**config.mk**
```make
export PLATFORM = sky130hd
export DESIGN_NAME = tick_arbiter
export DESIGN_NICKNAME = d
export VERILOG_FILES = /design/src/rtl/tick_arbiter_pkg.sv /design/src/rtl/tick_arbiter_tick_gen.sv /design/src/rtl/tick_arbiter.sv
export SDC_FILE = /design/constraint.sdc
export NUM_CORES = 1
export LEC_CHECK = 0
export ABC_AREA = 1
export CAP_MARGIN = 20
export CORE_AREA = 8 8 73 75
export CTS_CLUSTER_SIZE = 25
export DETAILED_ROUTE_END_ITERATION = 7
export DIE_AREA = 0 0 81 83
export DONT_BUFFER_PORTS = 1
export GPL_TIMING_DRIVEN = 0
export HOLD_SLACK_MARGIN = 0.03
export PLACE_DENSITY_LB_ADDON = 0.2
export SLEW_MARGIN = 30
export SYNTH_ARGS = -nofsm -noshare
export SYNTH_HDL_FRONTEND = slang
export SYNTH_SLANG_ARGS = --single-unit
export TNS_END_PERCENT = 100
```
**constraint.sdc**
```tcl
create_clock -name clk -period 2.3 [get_ports clk]
set_input_delay 0.46 -clock clk [delete_from_list [all_inputs] [get_ports clk]]
set_output_delay 0.46 -clock clk [all_outputs]
set_load 0.05 [all_outputs]
```
**src/rtl/tick_arbiter_pkg.sv**
```systemverilog
// Shared types and defaults for the tick arbiter and its tick generator.
package tick_arbiter_pkg;

    localparam int NREQ_DEF  = 4;
    localparam int DIV_W_DEF = 8;

    typedef enum logic [1:0] {
        IDLE = 2'd0,
        LOAD = 2'd1,
        RUN  = 2'd2
    } state_t;

    function automatic logic [7:0] sat_inc8(input logic [7:0] v);
        return (v == 8'hFF) ? v : v + 8'd1;
    endfunction

endpackage

```
**src/rtl/tick_arbiter_tick_gen.sv**
```systemverilog
// Programmable divider: counts 0..div while enabled and emits a registered tick when the count reaches 1.
module tick_gen
    import tick_arbiter_pkg::*;
#(
    parameter int DIV_W = DIV_W_DEF
) (
    input  logic             clk,
    input  logic             rst_n,
    input  logic             clr,
    input  logic             en,
    input  logic [DIV_W-1:0] div,
    output logic             tick
);

    logic [DIV_W-1:0] r_cnt;
    logic [DIV_W-1:0] w_cnt_nxt;
    logic             r_tick;

    // next count value, wrapping to zero once the divider value is reached
    always_comb begin
        if (r_cnt == div) begin
            w_cnt_nxt = {DIV_W{1'b0}};
        end else begin
            w_cnt_nxt = r_cnt + {{(DIV_W-1){1'b0}}, 1'b1};
        end
    end

    // counter and tick register; tick is aligned with the count value of 1
    always_ff @(posedge clk or negedge rst_n) begin
        if (!rst_n) begin
            r_cnt  <= {DIV_W{1'b0}};
            r_tick <= 1'b0;
        end else if (clr) begin
            r_cnt  <= {DIV_W{1'b0}};
            r_tick <= 1'b0;
        end else if (en) begin
            r_cnt  <= w_cnt_nxt;
            r_tick <= (w_cnt_nxt == {{(DIV_W-1){1'b0}}, 1'b1});
        end else begin
            r_cnt  <= r_cnt;
            r_tick <= 1'b0;
        end
    end

    assign tick = r_tick;

endmodule

```
**src/rtl/tick_arbiter.sv**
```systemverilog
// Round-robin owner of a shared tick generator. Optional per-grant tick budget
// with forced release is built when TICK_ARBITER_TIMEOUT_EN is defined.
module tick_arbiter
    import tick_arbiter_pkg::*;
#(
    parameter int NREQ  = NREQ_DEF,
    parameter int DIV_W = DIV_W_DEF
) (
    input  logic                  clk,
    input  logic                  rst_n,
    input  logic [NREQ-1:0]       req,
    input  logic [NREQ-1:0]       rel,
    input  logic [NREQ*DIV_W-1:0] div_in,
    input  logic [7:0]            max_ticks,
    output logic [NREQ-1:0]       gnt,
    output logic                  busy,
    output logic                  tick,
    output logic                  timeout
);

    localparam int IDX_W = $clog2(NREQ);

    state_t            r_state;
    logic [IDX_W-1:0]  r_ptr;
    logic [IDX_W-1:0]  r_gidx;
    logic [NREQ-1:0]   r_gnt;
    logic              r_busy;
    logic [DIV_W-1:0]  r_div_q;

    logic [DIV_W-1:0]  w_div_arr [NREQ];
    logic              w_found;
    logic [IDX_W-1:0]  w_win;
    logic [IDX_W-1:0]  w_pick;
    int                w_idx;
    logic [IDX_W-1:0]  w_ptr_nxt;
    logic              w_rel_g;
    logic              w_req_g;
    logic              w_force;
    logic              w_exit;
    logic              w_run_en;
    logic              w_tick;

    for (genvar gi = 0; gi < NREQ; gi++) begin : g_div
        assign w_div_arr[gi] = div_in[gi*DIV_W +: DIV_W];
    end

    // round-robin search starting at r_ptr, wrapping past the top index
    always_comb begin
        w_found = 1'b0;
        w_win   = {IDX_W{1'b0}};
        w_pick  = {IDX_W{1'b0}};
        w_idx   = 0;
        for (int k = 0; k < NREQ; k++) begin
            w_idx = int'(r_ptr) + k;
            if (w_idx >= NREQ) begin
                w_idx = w_idx - NREQ;
            end else begin
                w_idx = w_idx;
            end
            w_pick = IDX_W'(w_idx);
            if (!w_found && req[w_pick]) begin
                w_found = 1'b1;
                w_win   = w_pick;
            end else begin
                w_found = w_found;
            end
        end
    end

    // pointer moves just past the releasing owner so it becomes lowest priority
    always_comb begin
        if (r_gidx == IDX_W'(NREQ - 1)) begin
            w_ptr_nxt = {IDX_W{1'b0}};
        end else begin
            w_ptr_nxt = r_gidx + {{(IDX_W-1){1'b0}}, 1'b1};
        end
    end

    assign w_rel_g  = rel[r_gidx];
    assign w_req_g  = req[r_gidx];
    assign w_exit   = (r_state == RUN) && (w_rel_g || !w_req_g || w_force);
    assign w_run_en = (r_state == LOAD) || ((r_state == RUN) && !w_exit);

    // arbitration FSM with registered grant, busy and divider capture
    always_ff @(posedge clk or negedge rst_n) begin
        if (!rst_n) begin
            r_state <= IDLE;
            r_ptr   <= {IDX_W{1'b0}};
            r_gidx  <= {IDX_W{1'b0}};
            r_gnt   <= {NREQ{1'b0}};
            r_busy  <= 1'b0;
            r_div_q <= {DIV_W{1'b0}};
        end else begin
            case (r_state)
                IDLE: begin
                    if (w_found) begin
                        r_state <= LOAD;
                        r_gidx  <= w_win;
                        r_gnt   <= {{(NREQ-1){1'b0}}, 1'b1} << w_win;
                        r_busy  <= 1'b1;
                        r_div_q <= w_div_arr[w_win];
                    end else begin
                        r_state <= IDLE;
                        r_gnt   <= {NREQ{1'b0}};
                        r_busy  <= 1'b0;
                    end
                end
                LOAD: begin
                    r_state <= RUN;
                end
                RUN: begin
                    if (w_exit) begin
                        r_state <= IDLE;
                        r_gnt   <= {NREQ{1'b0}};
                        r_busy  <= 1'b0;
                        r_ptr   <= w_ptr_nxt;
                    end else begin
                        r_state <= RUN;
                    end
                end
                default: begin
                    r_state <= IDLE;
                    r_gnt   <= {NREQ{1'b0}};
                    r_busy  <= 1'b0;
                end
            endcase
        end
    end

    // counting starts in LOAD (count already zero) so the first tick lands on the first RUN cycle
    tick_gen #(
        .DIV_W (DIV_W)
    ) u_tick_gen (
        .clk   (clk),
        .rst_n (rst_n),
        .clr   (!w_run_en),
        .en    (w_run_en),
        .div   (r_div_q),
        .tick  (w_tick)
    );

`ifdef TICK_ARBITER_TIMEOUT_EN
    logic [7:0] r_tcnt;
    logic       r_timeout;

    assign w_force = (r_state == RUN) && (max_ticks != 8'd0) && (r_tcnt >= max_ticks);

    // per-grant tick budget; the timeout pulse coincides with the forced return to IDLE
    always_ff @(posedge clk or negedge rst_n) begin
        if (!rst_n) begin
            r_tcnt    <= 8'd0;
            r_timeout <= 1'b0;
        end else begin
            r_timeout <= w_force;
            if (r_state == LOAD) begin
                r_tcnt <= 8'd0;
            end else if (w_tick) begin
                r_tcnt <= sat_inc8(r_tcnt);
            end else begin
                r_tcnt <= r_tcnt;
            end
        end
    end

    assign timeout = r_timeout;
`else
    logic w_unused_max;

    assign w_unused_max = ^max_ticks;
    assign w_force      = 1'b0;
    assign timeout      = 1'b0;
`endif

    assign gnt  = r_gnt;
    assign busy = r_busy;
    assign tick = w_tick;

endmodule

```
======== After elaboration in Yosys (flattened, before gate mapping) ========
Cells that the tools add are included.
W data, S select, Z words.
word-level totals
  output and inout port bits .............. 7
  input port bits ......................... 50
  register bits after elaboration ......... 28
  word-level logic and storage cells ...... 92
cells by class
  eq/ne operators ......................... 6
  bitwise logic cells ..................... 2
  shift-type cells ........................ 1
  add/subtract/negate cells ............... 9
  reductions and logical operators ........ 16
  magnitude comparators ................... 10
  muxes and demuxes ....................... 40
operator list
  cell                   number
  $mux W8                4
  $mux W2                10
  $bmux W8 S2            1
  $lt A2 B3 Y1 const B   5
  $mux W1                14
  $bmux W1 S2            6
  $ge A3 B3 Y1 const B   4
  $pmux W4 S3            1
  $add A8 B1 Y8 const B  1
  $eq A8 B1 Y1 const B   1
  $eq A8 B8 Y1           1
  $mux W4                2
  $sub A2 B1 Y2 const B  4
  $add A2 B2 Y3 const B  2
  $pmux W2 S3            1
  $reduce_and A2 Y1      3
  $logic_and A1 B1 Y1    5
  $logic_not A1 Y1       5
  $eq A2 B2 Y1 const B   2
  $shl A1 B2 Y4 const A  1
  $add A2 B1 Y3 const B  1
  $ge A2 B3 Y1 const B   1
  $not A2 Y3             1
  $pmux W1 S3            1
  6 further kinds        7

======== Depth between registers and ports, before layout ========
Gate-level depths: netlist (run 1).
  depth in word-level cells ............... 18
  depth in mapped cells ................... 16
  mapped depth without buffers ............ 15

======== Cells and area by module ========
Synthesis (run 1) repeated with hierarchy kept, for this count alone.
unflattened totals
  cell total of the unflattened synthesis .. 328
  area total of the unflattened synthesis .. 2102.0 µm²
by module, submodules not included
  module        sequential area each (µm²)  cells an instance  area an instance (µm²)  times used
  tick_arbiter  475.5                       222                1427.6                  1
  tick_gen      225.2                       106                674.4                   1

======== Worst setup path before layout (run 1) ========
Ideal clock, no wire load.
  kind .................................... input -> register
  start point ............................. input req[3]
  end point ............................... register r_div_q[1]
  setup slack ............................. 648 ps
  arrival time ............................ 1536 ps
  data required time ...................... 2184 ps
  path buffers ............................ 1
  stages .................................. 15
  library setup time ...................... 116 ps
  path through ............................ inv_1 > nand2_1 > nand3_1 > nand2_1 > inv_1 > nand2_1 > nand2_2 > nand3_2 > buf_6 > nand2_2 > nand2_1 > nand2_1 > nand2_1 > nand2_1 > nand2_1
between the ends
  cells in the longest elaborated chain, start to end .. 16
  elaborated cells between the ends (all ways) .. 27
  those cells by class .................... mux (19); bitwise (1); reduce/logical (7)
RTL lines
  item                                         line                 text
  start: declaration                           tick_arbiter.sv:11   input logic [NREQ-1:0] req,
  $bmux W1 S2                                  tick_arbiter.sv:61   if (!w_found && req[w_pick]) begin
  $mux W1 (implied by the code)                tick_arbiter.sv:61
  $mux W1                                      tick_arbiter.sv:61
  $logic_not A1 Y1                             tick_arbiter.sv:61
  $logic_and A1 B1 Y1                          tick_arbiter.sv:61
  $mux W1                                      tick_arbiter.sv:61
  $logic_not A1 Y1                             tick_arbiter.sv:61
  $logic_and A1 B1 Y1                          tick_arbiter.sv:61
  $mux W1                                      tick_arbiter.sv:61
  $logic_not A1 Y1                             tick_arbiter.sv:61
  $logic_and A1 B1 Y1                          tick_arbiter.sv:61
  $mux W2                                      tick_arbiter.sv:61
  $not A2 Y3 (implied by the code)             tick_arbiter.sv:101  r_div_q <= w_div_arr[w_win];
  $bmux W8 S2                                  tick_arbiter.sv:101
  $mux W8 (implied by the code) (2 in series)  tick_arbiter.sv:101
  end signal: assignment                       tick_arbiter.sv:92   r_div_q <= {DIV_W{1'b0}};
  end signal: assignment                       tick_arbiter.sv:101
  end: declaration                             tick_arbiter.sv:28   logic [DIV_W-1:0] r_div_q;
Several ways; a longest one is shown, not always the timed one. The select of a mux whose other input is x is not followed.
A chain may end at the register's enable or synchronous reset.

======== Worst setup path after layout (run 1) ========
  start point ............................. register r_ptr[0]
  end point ............................... register r_div_q[3]
between the ends
  cells in the longest elaborated chain, start to end .. 18
  elaborated cells between the ends (all ways) .. 42
  those cells by class .................... add/sub (7); order compare (4); mux (23); bitwise (1); reduce/logical (7)
RTL lines
  item                                                                    line                 text
  start: declaration                                                      tick_arbiter.sv:24   logic [IDX_W-1:0] r_ptr;
  start signal: assignment                                                tick_arbiter.sv:88   r_ptr <= {IDX_W{1'b0}};
  start signal: assignment                                                tick_arbiter.sv:116  r_ptr <= w_ptr_nxt;
  parallel branches: the longest is 18 deep, another holds $add A2 B1 Y3  --
Several ways; the timed one is not identified. The select of a mux whose other input is x is not followed.

==> results of run 1 <==
[cell type report]
type | count | area, um2 | share of cell area (%)
multi-input cells | 228 | 1122 | 52.49
flip-flops and latches | 28 | 700.7 | 32.77
well taps | 52 | 65.06 | 3.043
inverters | 23 | 88.84 | 4.154
plain buffers | 10 | 76.32 | 3.569
clock buffers | 4 | 55.05 | 2.575
repair buffers | 2 | 30.03 | 1.404
[Yosys cell counts (2+ instances only)]
cell type and number:
a21oi_1 3, inv_1 18, o31ai_1 5, dfrtp_1 28
o21ai_0 7, nor3_1 3, xnor2_1 2, nand3_1 16
nand2_1 122, buf_6 3, buf_2 4, nand3b_1 3
buf_4 2, nand3_2 3, or2_2 5, nor2_1 13
inv_2 4, o21ai_2 2, ha_1 2, nand4_1 17
xor2_1 4, nand2_2 14
[placed cells by master, fill, tap and decap left out, types with 2 or more instances in the layout]
cell type / instances
a21oi_1: 3
buf_2: 4
buf_4: 2
buf_6: 3
clkbuf_8: 4
dfrtp_1: 28
ha_1: 2
inv_1: 18
inv_2: 4
nand2_1: 122
nand2_2: 14
nand3_1: 16
nand3_2: 3
nand3b_1: 3
nand4_1: 17
nor2_1: 13
nor3_1: 3
o21ai_0: 7
o21ai_2: 2
o31ai_1: 5
or2_2: 5
xnor2_1: 2
xor2_1: 4
[registers in the layout, summed over array words and instances (netlist names)]
name              flops
busy                  1
r_ptr                 2
r_div_q               8
r_gidx                2
gnt                   4
r_state               2
u_tick_gen.tick       1
u_tick_gen.r_cnt      8
[power by group]
part           leakage, uW  internal (uW)  switching [uW]
combinational     0.000756            858            1520
clock            0.0000288            154             151
sequential        0.000362            673             251
[worst max-delay path, delay by kind of cell, from the launching register on]
kind          cells  cell delay, ns
buf+inv           2            0.32
flops             1            0.41
simple gates     12            1.06
[cells by family (layout without fill, tap and decap cells)]
| group | Yosys count | after routing | share of synthesized area (%) |
|---|---|---|---|
| other | 1 | 1 | 0.1886 |
| AO/OA/AOI/OAI | 20 | 20 | 6.357 |
| AND/OR/NAND/NOR | 199 | 199 | 46.00 |
| flip-flops | 28 | 28 | 35.24 |
| XOR/XNOR | 6 | 6 | 2.643 |
| adder cells (fa/ha/maj) | 2 | 2 | 1.258 |
| buffers and inverters | 33 | 39 | 8.307 |
[path summary, 6_finish.rpt]
path	to	start	slack [ns]
min in group asynchronous	r_ptr[1]	rst_n	0.61
hold / removal	r_div_q[1]	div_in[1]	0.46
setup reg to reg	r_div_q[3]	r_ptr[0]	0.43
setup / recovery	r_div_q[3]	r_ptr[0]	0.43
hold reg to reg	r_div_q[7]	r_div_q[7]	0.51
max in group asynchronous	r_state[0]	rst_n	1.53
[metrics by stage]
| stage | std cells | power (uW) | setup slack [ns] | hold WS, ns | util (%) |
|---|---|---|---|---|---|
| after floorplan | 289 | 2858 | 0.6477 | 0.1644 | - |
| after global placement | 341 | 3272 | 0.4678 | 0.1652 | 48.84 |
| after detailed placement | 341 | 3314 | 0.4418 | 0.1650 | 48.84 |
| after CTS | 347 | 3641 | 0.4163 | 0.4626 | 50.86 |
| after global routing | 347 | 4016 | 0.1965 | 0.4637 | 50.86 |
| final | 347 | 3605 | 0.4309 | 0.4609 | 50.86 |
[what timing repair did]
item | CTS | global route
hold buffers | 2 | 0
gates resized for setup | 0 | 0
endpoints found under the hold margin | 28 | 0
[metal layers]
metal / global-route usage, % / part of all wire [%] / wire, um
met5: 0 / 0 / 0
met4: 6.341 / 1.8 / 79
met3: 2.694 / 5.8 / 252
met2: 21.75 / 44 / 1927
met1: 17.62 / 48 / 2115
==> impl_metrics.yaml, run 1 <==
status:
  status: "finished, final reports clean"
sta:
  setup_viol: 0
  rsz0062_at_grt: "no"
  timing.fmax_mhz: 535.0
  clock_skew_ns: 0.003958
  finalCritPeriodShare_pct: 81.26
  timing.final.hold_violations: 0
  finalMaxSlewViolations: 0
  tns_ns: 0
  fin_crit_ns: 1.869
critical_path:
  required_ns: 2.53
  cp.arrival_ns: 2.10
  cpPeakStageDelay_ns: 0.41
  critical_path_class: "reg -> reg"
  cp_slowest_cell: "dfrtp_1"
  r2r_cells: 14
  worstPathMaxFanout: 10
  critPathLaunchType: "register"
  cp_common_cell: "nand2_1"
  endpoint_kind: "register"
  path_cells: "inv_2, nand2_1, nand3_1, nand2_1, nor2_4, nand3_4, nand3_2, buf_6, nand2_2, nand2_1, nand2_1, nand2_1, nand2_1, nand2_1"
yosys:
  synth_area_leaders: "dfrtp_1 (35%), nand2_1 (23%), nand4_1 (5.3%)"
  syn_area_per_cell_um2: 6.879
  synth.net_count: 341
  yosys_register_bits: 28
  synth_area_leader_cell: "dfrtp_1"
  ys_types: 31
  syn_area_um2: 1988
  synth_ff_type: "dfrtp_1"
  syn_inst: 289
  synth_top_area_share_pct: 35.24
  async_flop_share_pct: 100.0
  synth_seq_area_share_pct: 35.24
  ys_warn_count: 0
  synth-edff-count: 0
clock_tree:
  clock-sinks: 28
  numCtsBuffers: 3
  clk_latency_ns: 0.28
  root_buffer: "clkbuf_8"
  cts_tree: "built"
  cts_max_level: 1
  post_cts_buffers: 0
  cts_buffer_depth: 2
  clk_pin_slew_ns: 0.09
route:
  wl_um: 4374
  route.vias.total: 1793
  ant_nets: 0
  dr.pass1.iters: 4
  viasPerCell: 5.167
  wl_per_cell_um: 12.61
  drt_iter0_markers: 95
  drc: 0
finish:
  synthToLayoutAreaGrowth_pct: 7.552
  nFillCells: 444
  final_nets: 348
  fin_area_um2: 2138
  antenna_cells: 0
  final_layout_size_suffix_gt1_share_pct: 15.59
floorplan:
  die_y_um: 83
  die-area_um2: 6723
  row_count: 24
  num_io_pins: 57
  start_util_pct: 47.29
  core_um2: 4204
  die_w_um: 81
power:
  ir_drop_v: 0.001167
  leakagePower_uw: 0.001147
  p_per_area_nw_per_um2: 1686
global_routing:
  grt_pass1_vias: 1758
  grt_max_degree: 29
  grt_util_all_layers_pct: 13.85
  grt_overflow: 0
  antenna_found_initial: 0
  grt_pass1_wl_um: 7693
placed_design:
  port_buffers: 0
  dp_hpwl_um: 3477
  gp_congestion: 0.8534
  dpl_cell_area_um2: 2053
worst_hold_path:
  worstHoldPathType: "in -> reg"
  whs_path_depth: 6
job:
  cap_violations: 0
No activity file was read; power rests on OpenSTA's default activity.
==> run 2, diff against run 1 <==
==> constraint.sdc (replaced) <==
create_clock -name clk -period 1.7 [get_ports clk]
set_input_delay 0.34 -clock clk [delete_from_list [all_inputs] [get_ports clk]]
set_output_delay 0.34 -clock clk [all_outputs]
set_load 0.05 [all_outputs]
==> run 2 against run 1 <==
  * The run now ends with setup timing left
  * Routed wire length increased by 27%
  * Sequential share of layout area decreased by 6.1 points
  * Sequential power increased by 39%
  * Final cell count increased by 8.1%
  * Largest power group unchanged
==> impl_metrics.yaml, run 2 (same netlist as run 1, synthesis figures left out) <==
status:
  status: "finished, violations left"
  violations: "setup timing"
critical_path:
  r2r_cells: 14
  endpoint_kind: "register"
  critPathLaunchType: "register"
  r2r-start: "r_ptr[0]"
  cp.arrival_ns: 2.15
  critical_path_class: "reg -> reg"
  r2r_slack_ns: -0.23
  worstPathMaxFanout: 5
  required_ns: 1.92
  r2r-end: "r_div_q[1]"
finish:
  multi_input_area_um2: 1303
  final_nets: 376
  final_cell_mix: "nand2_1 (101), buf_4 (27), dfrtp_1 (25)"
  final_layout_size_suffix_gt1_share_pct: 34.37
  final-seq-area_um2: 704.4
  nFillCells: 372
  antenna_cells: 0
  final_common_cell: "nand2_1"
  synthToLayoutAreaGrowth_pct: 32.98
  layoutNonFillerInstCount: 375
global_routing:
  grt_overflow: 0
  antenna_found_initial: 0
  grt_pass1_wl_um: 8259
  grt_pass1_vias: 1837
  grt_max_degree: 29
  grt_util_all_layers_pct: 14.99
sta:
  finalCritPeriodShare_pct: 113.5
  layout_setup_ws_ns: -0.2302
  tightest_slew_ns: 0.5022
  fin_crit_ns: 1.930
  finalMaxSlewViolations: 0
  setup_viol: 15
  timing.hold.ws_ns: 0.3507
  timing.fmax_mhz: 518.1
  relSlewSlack_pct: 66.52
  clock_skew_ns: 0.003307
  timing.final.hold_violations: 0
  rsz0062_at_grt: "yes"
floorplan:
  row_count: 24
  die-area_um2: 6723
  start_util_pct: 47.29
  die_y_um: 83
  core_um2: 4204
  die_w_um: 81
  num_io_pins: 57
worst_hold_path:
  worstHoldStart: "div_in[20]"
  whs_path_depth: 6
  hold_end: "r_div_q[4]"
  worstHoldPathType: "in -> reg"
clock_tree:
  clock-sinks: 28
  cts_buffer_depth: 2
  cts_tree: "built"
  clk_latency_ns: 0.28
  root_buffer: "clkbuf_8"
  cts_max_level: 1
  numCtsBuffers: 3
  clk_pin_slew_ns: 0.09
route:
  wl_um: 5554
  drc: 0
  viasPerCell: 5.280
  drt_iter0_markers: 83
  ant_nets: 0
  wl_per_cell_um: 14.81
  route.vias.total: 1980
  dr.pass1.iters: 4
power:
  p_per_area_nw_per_um2: 2600
  ir_drop_v: 0.001665
  leakagePower_uw: 0.001370
  finalPower_uw: 6875
placed_design:
  place_inst: 341
  dp_hpwl_um: 3477
  port_buffers: 0
  gp_congestion: 0.8534
job:
  cap_violations: 0
==> run 2: changes by cell type in the layout (fill, tap and decap cells not counted), sizes merged <==
| cell | change |
|---|---|
| clkbuf | +3 |
| buf | +25 |
| inv | -1 |
| clkinv | +1 |
==> run 2: area by class of cell <==
class,count,share of cell area (%)
Multi-Input combinational cell,228,49.27
Clock buffer,4,2.082
Timing Repair Buffer,30,11.55
Tap cell,52,2.461
Buffer,10,3.975
Sequential cell,28,26.64
Inverter,23,4.023
==> run 2: report_power, final <==
group	switching, uW	internal, uW
registers	366	917
logic	2840	2340
clock network	206	208
==> run 2: what timing repair did <==
action	CTS	global route
hold buffers	2	0
buffers inserted	8	15
setup endpoints to repair	15	17
pin swaps	2	19
cloned	3	2
hold endpoints to repair	28	0
gates resized for setup	29	43
==> run 2: per-stage QoR <==
step	setup TNS, ns	utilization, %	area, um2	worst slack, ns
3_5_place_dp	-1.513	48.84	2053	-0.1509
6_report	-2.743	62.89	2644	-0.2302
4_1_cts	-1.030	55.42	2330	-0.1088
3_3_place_gp	-1.335	48.84	2053	-0.1322
2_1_floorplan	0	-	1988	0.07030
5_1_grt	-3.759	62.89	2644	-0.2948
==> run 2: worst max-delay path, cell delays in order (launching register included) <==
cell	delay, ns
dfrtp_2	0.47
buf_6	0.16
nand2_4	0.08
nand2_4	0.06
nand2_2	0.10
nand2_4	0.07
buf_4	0.13
a31oi_1	0.16
nand3_2	0.16
inv_4	0.12
clkbuf_16	0.15
nand2_1	0.05
nand2_1	0.06
nand2_1	0.05
nand2_1	0.05
==> run 2: worst max-delay path by stage <==
stage | start | to | slack, ns | cells after the start
2_1_floorplan | r_ptr[0] | r_div_q[1] | 0.07 | 15
3_3_place_gp | r_ptr[0] | r_div_q[6] | -0.13 | 13
3_5_place_dp | r_ptr[0] | r_div_q[3] | -0.15 | 13
4_1_cts | r_ptr[0] | r_div_q[3] | -0.11 | 15
5_1_grt | r_ptr[0] | r_div_q[3] | -0.29 | 14
6_report | r_ptr[0] | r_div_q[1] | -0.23 | 14
==> run 2: layer usage <==
layer | track usage [%] | share of wire [%] | vias to the layer above
met2 | 24.23 | 51 | 59
met3 | 2.802 | 5.8 | 6
met5 | 0 | 0 | -
li1 | - | - | 998
met1 | 18.91 | 42 | 917
met4 | 5.854 | 1.1 | 0
==> run 3, diff against run 2 <==
--- a/config.mk
+++ b/config.mk
@@ -5,12 +5,12 @@
 export SDC_FILE = /design/constraint.sdc
 export NUM_CORES = 1
 export LEC_CHECK = 0
-export ABC_AREA = 1
 export CAP_MARGIN = 20
-export CORE_AREA = 8 8 73 75
+export CORE_AREA = 8 8 67 69
+export CTS_CLUSTER_DIAMETER = 100
 export CTS_CLUSTER_SIZE = 25
 export DETAILED_ROUTE_END_ITERATION = 7
-export DIE_AREA = 0 0 81 83
+export DIE_AREA = 0 0 75 77
 export DONT_BUFFER_PORTS = 1
 export GPL_TIMING_DRIVEN = 0
 export HOLD_SLACK_MARGIN = 0.03
==> run 3 against run 2 <==
  * The run now ends clean
  * Clock skew is 0.0029 ns higher
  * Synthesized cell count is 46% lower
  * Clock power is 5.1% higher
  * Final cell count is 44% lower
  * Register-to-register slack better by 0.32 ns
  * Synthesized area is 18% lower
  * Routed wire length is 37% lower
  * Sequential share of layout area is 13 points higher
  * Largest power group unchanged
==> impl_metrics.yaml, run 3 <==
clock_tree:
  cts_max_level: 1
  root_buffer: "clkbuf_4"
  clock-sinks: 28
  numCtsBuffers: 3
  clk_latency_ns: 0.33
  cts_tree: "built"
  cts_buffer_depth: 2
  clk_pin_slew_ns: 0.15
global_routing:
  grt_max_degree: 29
  grt_util_all_layers_pct: 12.76
  antenna_found_initial: 0
  grt_pass1_vias: 1257
  grt_pass1_wl_um: 5968
  grt_overflow: 0
placed_design:
  place_inst: 204
  gp_congestion: 0.7990
  port_buffers: 0
  dp_hpwl_um: 2665
critical_path:
  critical_path_class: "reg -> reg"
  worstPathMaxFanout: 2
  required_ns: 1.93
  critPathLaunchType: "register"
  cp.arrival_ns: 1.84
  endpoint_kind: "register"
route:
  drt_iter0_markers: 69
  ant_nets: 0
  viasPerCell: 5.426
  dr.pass1.iters: 4
  route.vias.total: 1134
  wl_per_cell_um: 16.65
  wl_um: 3479
  drc: 0
yosys:
  synth_xor_area_share_pct: 8.083
  synth.net_count: 208
  synth_top_area_share_pct: 43.11
  yosys_register_bits: 28
  syn_area_um2: 1625
  synth_common_cells: "dfrtp_1 (28), nand2_1 (22), mux2i_1 (17)"
  ys_warn_count: 0
  yosys.area_share.adder_pct: 1.540
  async_flop_share_pct: 100.0
  synth_area_leaders: "dfrtp_1 (43%), mux2i_1 (10%), xnor2_1 (5.9%)"
  synth-edff-count: 0
  synth_seq_area_share_pct: 43.11
  synth_area_leader_cell: "dfrtp_1"
  synth_compound_area_share_pct: 11.47
  synth_top_family_by_area: "simple AND/OR/NAND/NOR gates"
  synth_most_common_cell: "dfrtp_1"
  syn_inst: 156
  syn_area_per_cell_um2: 10.42
  yosys.area_share.simple_pct: 17.40
  synth_ff_type: "dfrtp_1"
  ys_types: 37
  synthMuxAreaShare_pct: 13.24
finish:
  final-seq-area_um2: 704.4
  multi_input_area_um2: 847.1
  synthToLayoutAreaGrowth_pct: 9.315
  final_nets: 214
  final_common_cell: "dfrtp_1"
  final_layout_size_suffix_gt1_share_pct: 20.50
  antenna_cells: 0
  layoutNonFillerInstCount: 209
  fin_util_pct: 50.82
  nFillCells: 341
  final_cell_mix: "dfrtp_1 (25), nand2_1 (22), mux2i_1 (17)"
power:
  power_switching_uw: 1275
  leakagePower_uw: 0.0007945
  pwr-share-comb_pct: 42.9
  p_per_area_nw_per_um2: 1713
  intPower_uw: 1769
  ir_drop_v: 0.0005936
  power_frac_clock_pct: 14.3
  seq_power_share_pct: 42.8
  p_sw_share_pct: 41.89
sta:
  timing.fmax_mhz: 622.6
  rsz0062_at_grt: "no"
  setup_viol: 0
  timing.final.hold_violations: 0
  finalCritPeriodShare_pct: 94.49
  clock_skew_ns: 0.006198
  fin_crit_ns: 1.606
  tns_ns: 0
  finalMaxSlewViolations: 0
floorplan:
  die-area_um2: 5775
  die_y_um: 77
  num_io_pins: 57
  die_w_um: 75
  row_count: 22
  core_um2: 3496
  start_util_pct: 46.49
worst_hold_path:
  worstHoldPathType: "in -> reg"
job:
  cap_violations: 0
status:
  status: "finished, final reports clean"
## run 3: changes by cell type in the layout (fill, tap and decap cells not counted), sizes merged, moves of 9 or more
cell / change
nand4: -13
xnor2: +9
nand3: -17
nand2: -114
buf: -28
inv: -17
mux2i: +17
## run 3: timing repair
action	4_1_cts	5_1_grt
hold endpoints to repair	28	0
resized for setup	0	5
setup buffers	0	1
hold buffers	2	0
pin swaps	0	1
setup endpoints to repair	1	14
## run 3: power by group through the flow
stage	registers [uW]	logic, uW	clock network, uW
final	1300	1310	435
after global routing	1340	1470	465
after CTS	1310	1300	442
after detailed placement	1320	1270	0
after global placement	1320	1230	0
after floorplan	1260	1070	0
## run 3: final timing paths
path,start,end,slack [ns],cells past startpoint
min in group asynchronous,rst_n,r_gidx[1],0.41,2
max in group asynchronous,rst_n,r_ptr[1],1.12,2
min,div_in[23],r_div_q[7],0.23,2
max reg2reg,r_gidx[0],r_ptr[0],0.09,3
max,r_gidx[0],r_ptr[0],0.09,3
min reg2reg,r_div_q[3],r_div_q[3],0.54,2
## run 3: final cells by class
class / instances / area share (%)
multi-input cells: 114 / 47.68
flip-flops and latches: 28 / 39.65
well taps: 48 / 3.380
plain buffers: 7 / 3.169
repair buffers: 3 / 2.113
clock inverters: 1 / 1.690
clock buffers: 3 / 1.268
inverters: 5 / 1.056
## run 3: cells by family (layout without fill, tap and decap cells)
group | Yosys count | count (layout)
mux | 20 | 20
other cells | 1 | 1
fa+ha+maj | 2 | 2
simple gates | 55 | 55
compound gates | 21 | 21
flops | 28 | 28
xor+xnor | 15 | 15
buf+inv | 14 | 19
## run 3: worst max-delay path, stage by stage (launching register included)
cell and delay (ns):
dfrtp_1 0.39, mux4_2 0.51, and2b_1 0.26, mux2_2 0.34
## run 3: metal layers
metal	share of wire (%)	vias to the layer above	global-route usage [%]
met2	51	32	21.11
li1	-	550	-
met1	43	547	16.04
met4	0.83	0	2.941
met5	0	-	0
met3	5.5	5	2.861
## run 3: through the flow
stage | total power (uW) | cell area, um2 | hold WS [ns] | setup WS, ns
6_report | 3044 | 1777 | 0.2296 | 0.09371
5_1_grt | 3272 | 1777 | 0.2244 | 0.01356
4_1_cts | 3050 | 1764 | 0.2286 | 0.01027
3_5_place_dp | 2592 | 1685 | 0.04552 | 0.008392
3_3_place_gp | 2544 | 1685 | 0.04561 | 0.05870
2_1_floorplan | 2330 | 1625 | 0.04441 | 0.1292
